===== config.mk =====
export PLATFORM = sky130hd
export DESIGN_NAME = mem_port_arbiter
export DESIGN_NICKNAME = d
export VERILOG_FILES = /design/src/rtl/riscv_mem_pkg.sv /design/src/rtl/mem_port_arbiter_wait_timer.sv /design/src/rtl/mem_port_arbiter.sv
export SDC_FILE = /design/constraint.sdc
export NUM_CORES = 1
export LEC_CHECK = 0
export CELL_PAD_IN_SITES_DETAIL_PLACEMENT = 1
export CELL_PAD_IN_SITES_GLOBAL_PLACEMENT = 1
export CORE_MARGIN = 1.5
export CORE_UTILIZATION = 26
export CTS_CLUSTER_SIZE = 30
export DETAILED_ROUTE_END_ITERATION = 7
export PLACE_DENSITY_LB_ADDON = 0.15
export SLEW_MARGIN = 30
export SYNTH_ARGS = -nofsm -noshare
export SYNTH_HDL_FRONTEND = slang
export SYNTH_SLANG_ARGS = --single-unit
export TNS_END_PERCENT = 50

===== constraint.sdc =====
create_clock -name clk -period 1.65 [get_ports clk]
set_input_delay 0.165 -clock clk [delete_from_list [all_inputs] [get_ports clk]]
set_output_delay 0.165 -clock clk [all_outputs]
set_load 0.1 [all_outputs]

===== src/rtl/riscv_mem_pkg.sv =====
// Shared types and defaults for the unified-memory port arbiter.
// Holds the arbiter state enum, default limits and the abort data value.
package riscv_mem_pkg;

  typedef enum logic [1:0] {
    IDLE  = 2'd0,
    GNT_D = 2'd1,
    GNT_I = 2'd2
  } arb_state_e;

  localparam int unsigned DEF_TIMEOUT    = 15;
  localparam int unsigned DEF_STARVE_LIM = 2;

  // Read data returned on an aborted access.
  localparam int unsigned ABORT_DATA = 0;

  // Bits needed to hold the values 0..n (at least one bit).
  function automatic int unsigned cnt_w(input int unsigned n);
    return (n < 1) ? 1 : $clog2(n + 1);
  endfunction

endpackage


===== src/rtl/mem_port_arbiter_wait_timer.sv =====
// Loadable up/down counter with clear, enable and an expire flag.
// Ports: clk, rst, clr_i, load_i, load_val_i, en_i, up_i -> expire_o.
module wait_timer
  import riscv_mem_pkg::*;
#(
  parameter int unsigned LIMIT = DEF_TIMEOUT,
  parameter int unsigned WIDTH = cnt_w(LIMIT)
) (
  input  logic             clk,
  input  logic             rst,
  input  logic             clr_i,
  input  logic             load_i,
  input  logic [WIDTH-1:0] load_val_i,
  input  logic             en_i,
  input  logic             up_i,
  output logic             expire_o
);

  localparam logic [WIDTH-1:0] LAST = WIDTH'(LIMIT - 1);

  logic [WIDTH-1:0] cnt_q;
  logic [WIDTH-1:0] cnt_d;

  always_comb begin
    cnt_d = cnt_q;
    if (clr_i) begin
      cnt_d = '0;
    end else if (load_i) begin
      cnt_d = load_val_i;
    end else if (en_i) begin
      cnt_d = up_i ? cnt_q + WIDTH'(1)
                   : cnt_q - WIDTH'(1);
    end
  end

  always_ff @(posedge clk) begin
    if (rst) begin
      cnt_q <= '0;
    end else begin
      cnt_q <= cnt_d;
    end
  end

  // High on the enabled up-count that brings the count to LIMIT.
  assign expire_o = en_i & up_i & ~clr_i
                  & ~load_i & (cnt_q == LAST);

endmodule


===== src/rtl/mem_port_arbiter.sv =====
// Arbitrates fetch and data accesses onto one single-port memory.
// Ports: fetch (if_*), data (d_*), stalls, memory (m_*), timeout_err.
module mem_port_arbiter
  import riscv_mem_pkg::*;
#(
  parameter int unsigned ADDR_W     = 32,
  parameter int unsigned DATA_W     = 32,
  parameter int unsigned TIMEOUT    = DEF_TIMEOUT,
  parameter int unsigned STARVE_LIM = DEF_STARVE_LIM
) (
  input  logic              clk,
  input  logic              rst,
  input  logic              if_req,
  input  logic [ADDR_W-1:0] if_addr,
  output logic [DATA_W-1:0] if_rdata,
  output logic              if_done,
  input  logic              d_req,
  input  logic              d_we,
  input  logic [ADDR_W-1:0] d_addr,
  input  logic [DATA_W-1:0] d_wdata,
  output logic [DATA_W-1:0] d_rdata,
  output logic              d_done,
  output logic              stall_if,
  output logic              stall_d,
  output logic              m_valid,
  output logic              m_we,
  output logic [ADDR_W-1:0] m_addr,
  output logic [DATA_W-1:0] m_wdata,
  input  logic              m_ready,
  input  logic [DATA_W-1:0] m_rdata,
  output logic              timeout_err
);

  localparam int unsigned SW = cnt_w(STARVE_LIM);
  localparam logic [SW-1:0] S_MAX = SW'(STARVE_LIM);

  arb_state_e        state_q;
  logic              m_valid_q;
  logic              m_we_q;
  logic [ADDR_W-1:0] m_addr_q;
  logic [DATA_W-1:0] m_wdata_q;
  logic [DATA_W-1:0] if_rdata_q;
  logic [DATA_W-1:0] d_rdata_q;
  logic              if_done_q;
  logic              d_done_q;
  logic              terr_q;
  logic [SW-1:0]     starve_q;
  logic [SW-1:0]     starve_d;

  logic              d_pend;
  logic              i_pend;
  logic              starved;
  logic              pick_d;
  logic              pick_i;
  logic              in_gnt;
  logic              expire;
  logic              leave;
  logic [DATA_W-1:0] fin_data;

  // A request is ignored in the cycle its own done pulse is out.
  assign d_pend  = d_req & ~d_done_q;
  assign i_pend  = if_req & ~if_done_q;
  assign starved = (starve_q == S_MAX);

  assign pick_d = d_pend & (~i_pend | ~starved);
  assign pick_i = i_pend & ~pick_d;

  assign in_gnt = (state_q != IDLE);

  wait_timer #(
    .LIMIT (TIMEOUT)
  ) u_wait (
    .clk        (clk),
    .rst        (rst),
    .clr_i      (~in_gnt | m_ready),
    .load_i     (1'b0),
    .load_val_i ('0),
    .en_i       (in_gnt & ~m_ready),
    .up_i       (1'b1),
    .expire_o   (expire)
  );

  // m_ready on the expiring cycle still completes normally.
  assign leave    = m_ready | expire;
  assign fin_data = m_ready ? m_rdata
                            : DATA_W'(ABORT_DATA);

  always_comb begin
    starve_d = starve_q;
    if (state_q == IDLE) begin
      unique case (1'b1)
        pick_d: begin
          if (!i_pend) begin
            starve_d = '0;
          end else if (!starved) begin
            starve_d = starve_q + SW'(1);
          end
        end
        pick_i:  starve_d = '0;
        default: starve_d = starve_q;
      endcase
    end
  end

  always_ff @(posedge clk) begin
    if (rst) begin
      state_q    <= IDLE;
      m_valid_q  <= 1'b0;
      m_we_q     <= 1'b0;
      m_addr_q   <= '0;
      m_wdata_q  <= '0;
      if_rdata_q <= '0;
      d_rdata_q  <= '0;
      if_done_q  <= 1'b0;
      d_done_q   <= 1'b0;
      terr_q     <= 1'b0;
      starve_q   <= '0;
    end else begin
      if_done_q <= 1'b0;
      d_done_q  <= 1'b0;
      starve_q  <= starve_d;
      unique case (state_q)
        IDLE: begin
          if (pick_d) begin
            state_q   <= GNT_D;
            m_valid_q <= 1'b1;
            m_we_q    <= d_we;
            m_addr_q  <= d_addr;
            m_wdata_q <= d_wdata;
          end else if (pick_i) begin
            state_q   <= GNT_I;
            m_valid_q <= 1'b1;
            m_we_q    <= 1'b0;
            m_addr_q  <= if_addr;
            m_wdata_q <= '0;
          end
        end
        GNT_D: begin
          if (leave) begin
            state_q   <= IDLE;
            m_valid_q <= 1'b0;
            d_done_q  <= 1'b1;
            d_rdata_q <= fin_data;
            if (!m_ready) terr_q <= 1'b1;
          end
        end
        GNT_I: begin
          if (leave) begin
            state_q    <= IDLE;
            m_valid_q  <= 1'b0;
            if_done_q  <= 1'b1;
            if_rdata_q <= fin_data;
            if (!m_ready) terr_q <= 1'b1;
          end
        end
        default: begin
          state_q   <= IDLE;
          m_valid_q <= 1'b0;
        end
      endcase
    end
  end

  assign m_valid     = m_valid_q;
  assign m_we        = m_we_q;
  assign m_addr      = m_addr_q;
  assign m_wdata     = m_wdata_q;
  assign if_rdata    = if_rdata_q;
  assign d_rdata     = d_rdata_q;
  assign if_done     = if_done_q;
  assign d_done      = d_done_q;
  assign timeout_err = terr_q;

  assign stall_if = if_req & ~if_done_q;
  assign stall_d  = d_req & ~d_done_q;

endmodule


==> impl_metrics.ini <==
[status]
run_status = finished, final reports clean

[power_and_ir_drop]
share_seq_of_total_power = 0.331
total_power_mw = 11.5
switching_power_mw = 4.28
intPower_mw = 7.27
power.ir.vdd_worst_v = 0.000742
power.leakage_nw = 3.80
p_clk_frac = 0.345
power_per_cell_area_nw_per_um2 = 1200
switching_share = 0.370
comb_power_share = 0.323

[clock_tree]
numClockSinks = 141
cts_tree = yes
clkLatencyLatePin_ps = 420
cts-hold-fix-buffers = 0
cts-buffers-inserted = 17
ctsLongestPathBuffers = 2
cts.reportedPaths.clkPinSlew_ps = 60
clockRootBuffer = clkbuf_16
htree_num_levels = 4

[route]
post_drt_via_cell_ratio = 4.76
drt-total-wl_mm = 20.2
dr.first_iter.drc_count = 137
route.detailed.wl_per_inst_um = 18.2
drtPass1Iterations = 4
post-route-drc-count = 0
antenna_violating_nets_post_route = 0
routed-via-count = 5287

[final_layout]
num_antenna_cells = 0
post-route-util = 0.487
final_cells = 1111
drive_gt1_frac = 0.306
mostFrequentLayoutCell = nor2_1
post-route-cell-area_um2 = 9610
mostFrequentLayoutCells = nor2_1, dfxtp_1, clkdlybuf4s50_1
fillerInstances = 2101
fin_nets = 974
syn2layout_area_growth_pct = 81.6

[yosys]
post_synthesis_net_count = 712
yosys.cell_types.count = 33
synthCells = 572
synth-seq-cells = 141
syn-mean-instance-area_um2 = 9.25
synthesis.yosys.warnings = 0
synth_seq_area_share = 0.534
syn-cell-area_um2 = 5290

[floorplanning]
die-height_um = 146
core_area_um2 = 19700
die-width_um = 146
fp.dieArea_um2 = 21200
initial_core_util = 0.268
floorplan.rows = 51
io_pins = 269

[timing]
layout_setup_ws_ps = 5.63
hold_viol = 0
setup_tns_ps = 0
slew_headroom = 0.652
period_minus_slack_ps = 1640
drv_slew = 0
finClkSkew_ps = 9.88
achievable-frequency_mhz = 608
setup_viol_count_final = 0
setup_repair_after_global_routing_missed_its_margin = true
fin_hold_ws_ps = 158
worst_max_slew_pin_slew_ps = 523
post-route-period-util = 0.997

[setup_path]
cp-end-kind = register
cp.buffers_inverters = 2
worst-path-max-fanout = 6
slowest_cell_on_crit_path = and4b_4
cpPeakStageDelay_ps = 380
cp_data_arrival_time_ps = 1930
required_ps = 1940
startpoint_class = register
top_family_by_delay_on_critical_path = simple AND/OR/NAND/NOR gates
path_cells = inv_2, ha_4, and4b_4, o21ai_4, clkbuf_16, a22oi_1, nor2_1
timing.setup.critical_path_class = register to register

[global_route]
antenna_found_initial = 0
global_route.overflow_total = 0
maximum_number_of_pins_on_one_net_before_global_route_repair = 50
grt_use_total = 0.185
global_route_wire_length_before_repair_mm = 31.1
grt_pass1_vias = 5780

[flow_run]
cap_viol_max_count = 0

[placed_design]
gp_congestion = 0.755
dp_worst_setup_slack_ps = -80.6
hpwlAfterDp_mm = 13.9
dp_cells = 1073
io_buffer_count = 268
postPlaceCellArea_um2 = 8630

[worst_hold_path]
hold_class = input pin to register
## synth_stat cells
cell | instances | area [µm²]
inv_2 | 2 | 7.51
o21ai_2 | 1 | 8.76
buf_1 | 2 | 7.51
nand2b_1 | 1 | 6.26
dfxtp_1 | 141 | 2820
a21oi_1 | 34 | 170
inv_1 | 4 | 15.0
ha_1 | 6 | 75.1
a21boi_2 | 1 | 11.3
o21ai_4 | 2 | 32.5
a22oi_2 | 4 | 50.1
and3_1 | 1 | 6.26
and4b_4 | 1 | 13.8
xnor2_1 | 1 | 8.76
a22oi_1 | 95 | 713
a31oi_1 | 2 | 12.5
nand3b_1 | 1 | 7.51
nand2_1 | 36 | 135
o2111ai_1 | 1 | 8.76
or3_1 | 1 | 6.26
nor2_1 | 142 | 533
a21oi_4 | 1 | 16.3
xor2_1 | 1 | 8.76
clkbuf_1 | 17 | 63.8
buf_4 | 5 | 37.5
nor2b_1 | 2 | 12.5
nand2b_4 | 2 | 27.5
and2_0 | 2 | 12.5
buf_6 | 10 | 113
nor3_1 | 1 | 5.00
nand3_1 | 4 | 20.0
buf_2 | 16 | 80.1
a211oi_1 | 32 | 240
## layer usage
layer	track usage	wire length [µm]	vias to the layer above
met2	0.328	10400	152
met1	0.208	8320	2582
li1	-	-	2531
met5	0	0	-
met3	0.0668	1300	22
met4	0.0495	252	0
## cell families (layout without fill, tap and decap cells)
logic type / after synthesis / count (layout) / share of synthesized area
AND/OR/NAND/NOR: 194 / 194 / 0.149
AO/OA/AOI/OAI: 173 / 173 / 0.239
flip-flops: 141 / 141 / 0.534
buffers and inverters: 56 / 330 / 0.0613
adder cells (fa/ha/maj): 6 / 6 / 0.0142
XOR/XNOR: 2 / 2 / 0.00331
## path summary, 6_finish.rpt
check	startpoint	end	slack, ps	cells past startpoint
setup reg to reg	state_q[0]$_SDFFE_PP0P_	if_rdata[29]$_SDFFE_PP0P_	6	7
setup / recovery	state_q[0]$_SDFFE_PP0P_	if_rdata[29]$_SDFFE_PP0P_	6	7
hold / removal	rst	u_wait.cnt_q[0]$_SDFFE_PP0P_	160	3
hold reg to reg	u_wait.cnt_q[0]$_SDFFE_PP0P_	u_wait.cnt_q[0]$_SDFFE_PP0P_	430	1
## worst register-to-register path: cells and delay by family, from the launching register on
kind	cells	cell delay, ps
adder cells (fa/ha/maj)	1	150
AND/OR/NAND/NOR	2	440
buffers and inverters	2	260
flip-flops	1	340
AO/OA/AOI/OAI	2	320
## flip-flops by register name, indices dropped and copies added (netlist names)
register	count
d_rdata	32
starve_q	2
u_wait.cnt_q	4
d_done	1
timeout_err	1
state_q	2
m_addr	32
if_rdata	32
if_done	1
m_we	1
m_valid	1
m_wdata	32
## what timing repair did
action | 4_1_cts | 5_1_grt
resized for setup | 10 | 43
pin swaps | 2 | 24
cloned | 0 | 6
buffers inserted | 0 | 1
setup endpoints to repair | 10 | 89
## power by group through the flow
stage | combinational (mW) | clock, mW | sequential, mW
after CTS | 3.64 | 4.09 | 3.82
after detailed placement | 3.62 | 0 | 3.90
final | 3.73 | 3.99 | 3.83
after global placement | 3.56 | 0 | 3.88
after floorplan | 0.770 | 0 | 5.49
after global routing | 3.90 | 4.25 | 3.85
## area by class of cell
type,count,area [µm²],area share
inverter,6,35.0,0.00365
clock buffer,18,439,0.0457
clock inverter,13,164,0.0171
tap,265,332,0.0345
sequential,141,2830,0.295
timing repair buffer,293,3410,0.355
multi-input combinational,375,2390,0.249
Note: power is estimated with default switching activity, not from simulation.
